`config.mk`:
```
export PLATFORM = sky130hd
export DESIGN_NAME = trapez_energy_picker
export DESIGN_NICKNAME = d
export VERILOG_FILES = /design/src/rtl/trapez_energy_picker.sv
export SDC_FILE = /design/constraint.sdc
export NUM_CORES = 1
export LEC_CHECK = 0
export ABC_AREA = 1
export CAP_MARGIN = 15
export CELL_PAD_IN_SITES_DETAIL_PLACEMENT = 0
export CELL_PAD_IN_SITES_GLOBAL_PLACEMENT = 1
export CORE_ASPECT_RATIO = 2
export CORE_MARGIN = 2
export CORE_UTILIZATION = 40
export CTS_BUF_LIST = sky130_fd_sc_hd__clkbuf_8
export CTS_CLUSTER_SIZE = 10
export DETAILED_ROUTE_END_ITERATION = 8
export GPL_TIMING_DRIVEN = 0
export PLACE_DENSITY_LB_ADDON = 0.3
export SLEW_MARGIN = 25
export SYNTH_ARGS = -nofsm -noshare
export SYNTH_HDL_FRONTEND = slang
export SYNTH_SLANG_ARGS = --single-unit
```
`constraint.sdc`:
```
create_clock -name clk_i -period 2.75 [get_ports clk_i]
set_input_delay 0.55 -clock clk_i [delete_from_list [all_inputs] [get_ports clk_i]]
set_output_delay 0.55 -clock clk_i [all_outputs]
set_load 0.03 [all_outputs]
```
`src/rtl/trapez_energy_picker.sv`:
```
// rtl/trapez_energy_picker.sv - trapezoid flat-top energy picker
//
// Watches one channel of trapezoidal shaper output. A valid sample above
// threshold (after the input has been seen at or below threshold) triggers an
// event. The next RISE_TIME valid samples are skipped, the following
// FLAT_SAMPLES valid samples are summed, and the sum is emitted as one energy
// word tagged with the sample count of the trigger sample.
//
// Optional feature macro: TRAPEZ_PILEUP_REJECT_EN
//   When defined, a dip to or below threshold during RISE or FLAT aborts the
//   event and bumps a saturating pileup counter.
//
// Ports:
//   clk_i           system clock
//   reset_i         synchronous, active-high reset
//   data_in_i       signed shaper sample
//   data_in_valid_i sample strobe; only valid samples advance any state
//   threshold_i     signed trigger level, compared on each valid sample
//   energy_o        signed flat-top sum, held between pulses
//   energy_valid_o  one-clock pulse qualifying energy_o / timestamp_o
//   timestamp_o     sample count latched at the trigger sample
//   busy_o          high while an event is in progress (RISE, FLAT, FALL)
//   pileup_count_o  rejected-event counter (0 without the optional feature)

module trapez_energy_picker #(
  parameter int SIZE_DATA    = 26,
  parameter int RISE_TIME    = 25,
  parameter int FLAT_SAMPLES = 20,
  parameter int SIZE_ENERGY  = SIZE_DATA + 8,
  parameter int SIZE_TIME    = 16
) (
  input  logic                   clk_i,
  input  logic                   reset_i,
  input  logic [SIZE_DATA-1:0]   data_in_i,
  input  logic                   data_in_valid_i,
  input  logic [SIZE_DATA-1:0]   threshold_i,
  output logic [SIZE_ENERGY-1:0] energy_o,
  output logic                   energy_valid_o,
  output logic [SIZE_TIME-1:0]   timestamp_o,
  output logic                   busy_o,
  output logic [15:0]            pileup_count_o
);

  // Phase counter only needs to reach the larger of the two phase lengths.
  localparam int PHASE_MAX = (RISE_TIME > FLAT_SAMPLES) ? RISE_TIME : FLAT_SAMPLES;
  localparam int PHASE_W   = (PHASE_MAX < 2) ? 1 : $clog2(PHASE_MAX);
  localparam logic [PHASE_W-1:0] RISE_LAST = PHASE_W'((RISE_TIME > 0) ? RISE_TIME - 1 : 0);
  localparam logic [PHASE_W-1:0] FLAT_LAST = PHASE_W'(FLAT_SAMPLES - 1);

  typedef enum logic [1:0] {
    ST_IDLE = 2'd0,
    ST_RISE = 2'd1,
    ST_FLAT = 2'd2,
    ST_FALL = 2'd3
  } state_t;

  state_t                 state_q;
  logic [PHASE_W-1:0]     phase_q;
  logic [SIZE_ENERGY-1:0] acc_q;
  logic [SIZE_TIME-1:0]   cnt_q;
  logic                   armed_q;
  logic [SIZE_ENERGY-1:0] energy_q;
  logic                   energy_valid_q;
  logic [SIZE_TIME-1:0]   timestamp_q;

  logic                   at_or_below;
  logic [SIZE_ENERGY-1:0] sample_ext;
  logic [SIZE_ENERGY-1:0] acc_d;
  logic [SIZE_TIME-1:0]   cnt_d;
  logic [PHASE_W-1:0]     phase_inc;
  logic                   pileup_hit;

  assign at_or_below = $signed(data_in_i) <= $signed(threshold_i);
  assign sample_ext  = {{(SIZE_ENERGY - SIZE_DATA){data_in_i[SIZE_DATA-1]}}, data_in_i};
  assign acc_d       = acc_q + sample_ext;
  assign cnt_d       = cnt_q + SIZE_TIME'(1);
  assign phase_inc   = phase_q + PHASE_W'(1);

`ifdef TRAPEZ_PILEUP_REJECT_EN
  logic [15:0] pileup_q;

  assign pileup_hit = data_in_valid_i && at_or_below &&
                      ((state_q == ST_RISE) || (state_q == ST_FLAT));

  always_ff @(posedge clk_i) begin
    if (reset_i) begin
      pileup_q <= 16'd0;
    end else if (pileup_hit && (pileup_q != 16'hFFFF)) begin
      pileup_q <= pileup_q + 16'd1;
    end
  end

  assign pileup_count_o = pileup_q;
`else
  assign pileup_hit     = 1'b0;
  assign pileup_count_o = 16'd0;
`endif

  // Main event FSM with all datapath registers. Nothing moves without a valid
  // sample, so gaps in data_in_valid_i are invisible to the result.
  always_ff @(posedge clk_i) begin
    if (reset_i) begin
      state_q        <= ST_IDLE;
      phase_q        <= '0;
      acc_q          <= '0;
      cnt_q          <= '0;
      armed_q        <= 1'b0;
      energy_q       <= '0;
      energy_valid_q <= 1'b0;
      timestamp_q    <= '0;
    end else begin
      energy_valid_q <= 1'b0;
      if (data_in_valid_i) begin
        cnt_q   <= cnt_d;
        // Re-arm only after seeing the input at or below threshold; this
        // keeps an input that is already high after reset from triggering.
        armed_q <= at_or_below;
        case (state_q)
          ST_IDLE: begin
            if (!at_or_below && armed_q) begin
              timestamp_q <= cnt_q;
              phase_q     <= '0;
              acc_q       <= '0;
              state_q     <= (RISE_TIME == 0) ? ST_FLAT : ST_RISE;
            end
          end
          ST_RISE: begin
            if (pileup_hit) begin
              state_q <= ST_IDLE;
            end else if (phase_q == RISE_LAST) begin
              phase_q <= '0;
              acc_q   <= '0;
              state_q <= ST_FLAT;
            end else begin
              phase_q <= phase_inc;
            end
          end
          ST_FLAT: begin
            if (pileup_hit) begin
              state_q <= ST_IDLE;
            end else if (phase_q == FLAT_LAST) begin
              // Final sum goes straight to the output register.
              energy_q       <= acc_d;
              energy_valid_q <= 1'b1;
              acc_q          <= acc_d;
              state_q        <= ST_FALL;
            end else begin
              acc_q   <= acc_d;
              phase_q <= phase_inc;
            end
          end
          ST_FALL: begin
            if (at_or_below) begin
              state_q <= ST_IDLE;
            end
          end
          default: state_q <= ST_IDLE;
        endcase
      end
    end
  end

  assign energy_o       = energy_q;
  assign energy_valid_o = energy_valid_q;
  assign timestamp_o    = timestamp_q;
  assign busy_o         = (state_q != ST_IDLE);

endmodule

```
==> results.cfg <==
[status]
status = complete, no violations

[clock_tree]
tritoncts = built
clkTransAtPathRegs_ns = 0.12
cts_buffers = 9
cts-htree-levels = 3
cts_buffer_depth = 2
ctsHoldBuffers = 0
clock_sink_count = 109
cts_root_buffer = clkbuf_8
clk_latency_ns = 0.41

[timing]
max_slew_margin_pct = 45.8
layout_min_cycle_time_ns = 2.62
worst_pin_slew_ns = 0.812
hold_viol_final = 0
slew_viol_final = 0
min_period_over_period_pct = 95.3
rsz0062_at_grt = false
max_freq_mhz = 381
setup_viol = 0
clock_skew_ns = 0.0108

[grt]
gr-total-overflow = 0
grt_max_degree = 21
globalRouteMet3Util_pct = 2.36
grt_usage_pct = 25.4
grt_antenna_before_repair = 0
grtUsageMet2_pct = 51.8
grt_pass1_vias = 8072
busiest_layer = met2
grtUsageMet1_pct = 23.5
grt_pass1_wl_mm = 41.6

[critical_path]
critPathLaunch = threshold_i[5]
arrival_ns = 2.96
worstPathCellList = clkdlybuf4s50_1, inv_1, ha_1, a21oi_2, nand2_1, nand2_1, nand3_1, nand2_2, nand3_1, nand2_2, nand4_4, nand2_4, buf_12, buf_12, nand3_2, a21oi_2
setup.worst_path.end_class = register
crit_fanout = 10
rr_worst_depth = 16
max_stage_delay_ns = 0.45
reg2reg_from = acc_q[0]
crit_buf_inv = 4
crit_type = input pin to register
required_ns = 3.09
critPathTopFamily = simple AND/OR/NAND/NOR gates
crit_slowest_cell = clkdlybuf4s50_1
start_kind = input pin
path_depth = 16

[routing]
routed_via_density = 4.93
vias = 7968
drt_iter0_markers = 274
dr.pass1.iters = 5
antenna_left = 0
drc_errors = 0
wl_mm = 26.5
wl_per_cell_um = 16.4

[floorplan]
die-area_um2 = 21300
fp.dieH_um = 204
num_rows = 73
coreArea_um2 = 19800
start_util_pct = 40.5
io_pins = 123
die_x_um = 104

[power]
p_int_uw = 2610
p_clk_share_pct = 25.9
power_leakage_uw = 0.00461
powerDensity_nw_per_um2 = 433
vdd_ir_drop_max_v = 0.000463
switching_share_pct = 39.3
power_uw = 4290
p_seq_share_pct = 39.0
p_sw_uw = 1690
power_frac_comb_pct = 35.1

[hold_path]
min_path_type = register to register
hold_start = acc_q[30]
hold_depth = 2

[job]
maxCapViolCount = 0

[finish]
final_cell_mix = 296 x nand2_1, 185 x inv_1, 154 x nor2_1
fillCellCount = 2134
utilization_pct = 50.0
ff_latch_area_um2 = 2180
final_common_cell = nand2_1
multi_input_area_um2 = 5050
diodes = 0
final_cells = 1617
fin_nets = 1472
area_delta_synth_final_pct = 23.6
layout-drive-gt1-share_pct = 12.0

[placed_design]
hpwl_mm = 22.0
dp_cells = 1598
gp_congestion = 0.960
portBuffers = 104

[yosys]
ys_ff_latch = 109
ys_seq_area_share_pct = 27.2
yosys_warnings = 0
synthCells = 1217
synth_cell_types = 37
synth_area_um2 = 8020
syn-mean-instance-area_um2 = 6.59
[cells by family (layout without fill, tap and decap cells)]
| family | count (synthesis) | after routing | share of synthesized area [%] |
|---|---|---|---|
| compound gates | 190 | 190 | 14.5 |
| xor+xnor | 18 | 18 | 1.97 |
| fa+ha+maj | 67 | 67 | 10.5 |
| buf+inv | 242 | 365 | 13.2 |
| flops | 109 | 109 | 27.2 |
| other cells | 1 | 16 | 0.0468 |
| simple gates | 590 | 590 | 32.5 |
[worst min-delay path, cell delays in order, from the launching register on]
cell and delay, ns:
dfxtp_1 0.33, nand2_1 0.06, a21oi_1 0.05
[final cells by class]
cell class / instances / share of cell area [%]
Tap cell: 262 / 3.31
Multi-Input combinational cell: 881 / 51.0
Timing Repair Buffer: 108 / 10.9
Inverter: 189 / 7.16
Clock buffer: 9 / 1.25
Clock inverter: 7 / 0.934
Buffer: 52 / 3.50
Sequential cell: 109 / 22.0
[registers in the layout (all words and copies together), names as in the netlist]
| name | cells |
|---|---|
| energy_valid_o | 1 |
| energy_o | 34 |
| acc_q | 34 |
| state_q | 2 |
| armed_q | 1 |
| timestamp_o | 16 |
| phase_q | 5 |
| cnt_q | 16 |
[repair_timing]
action,4_1_cts,5_1_grt
buffers inserted,4,0
setup endpoints to repair,69,47
gates resized for setup,26,29
pin swaps,4,3
[synthesized netlist by cell type]
cell type / instances / share of area [%]
nand2_1: 310 / 15
inv_1: 185 / 8.7
nor2_1: 158 / 7.4
dfxtp_1: 109 / 27
a21oi_1: 73 / 4.6
ha_1: 66 / 10
nand3_1: 43 / 2.7
o21ai_0: 41 / 2.6
a21oi_2: 30 / 3.3
nand3_2: 30 / 3.7
o211ai_1: 28 / 2.6
buf_4: 18 / 1.7
clkbuf_1: 18 / 0.84
nor3_1: 17 / 1.1
buf_2: 12 / 0.75
nand4_1: 12 / 0.94
xnor2_1: 11 / 1.2
o21ai_1: 9 / 0.56
nand3b_1: 7 / 0.66
xor2_1: 7 / 0.76
o21bai_1: 5 / 0.47
buf_12: 4 / 1.0
nor4_1: 4 / 0.31
a21o_1: 2 / 0.19
clkinv_1: 2 / 0.094
inv_2: 2 / 0.094
nand2_4: 2 / 0.28
nor2_2: 2 / 0.16
nor3_2: 2 / 0.25
a21oi_4: 1 / 0.20
buf_1: 1 / 0.047
conb_1: 1 / 0.047
fa_1: 1 / 0.25
nand4_2: 1 / 0.16
nand4_4: 1 / 0.27
nor2_4: 1 / 0.14
o21a_1: 1 / 0.094
[through the flow]
stage	hold WS, ns	TNS [ns]	setup WS (ns)	cell area [µm²]
after global routing	0.478	0	0.0103	9910
after CTS	0.471	0	0.0138	9780
final	0.473	0	0.128	9910
after floorplan	0.443	0	0.316	8080
after detailed placement	0.459	-61.86	-0.978	9450
after global placement	0.453	-60.99	-0.984	9450
[power groups by stage]
stage	logic [µW]	clock network [µW]	registers, µW
finish	1510	1110	1670
global route	1640	1180	1680
CTS	1500	1130	1670
detailed placement	1480	0	1710
global placement	1470	0	1710
floorplan	977	0	1730
[path summary, 6_finish.rpt]
check | endpoint | slack, ns
setup / recovery | acc_q[22] | 0.13
hold reg to reg | acc_q[30] | 0.47
setup reg to reg | acc_q[22] | 0.21
hold / removal | acc_q[30] | 0.47
[metal layers]
layer | up-vias | wire, µm
met1 | 3637 | 9260
met4 | 0 | 1650
met5 | - | 0
met3 | 54 | 716
li1 | 4114 | -
met2 | 163 | 14900
No activity file was read; power rests on OpenSTA's default activity.
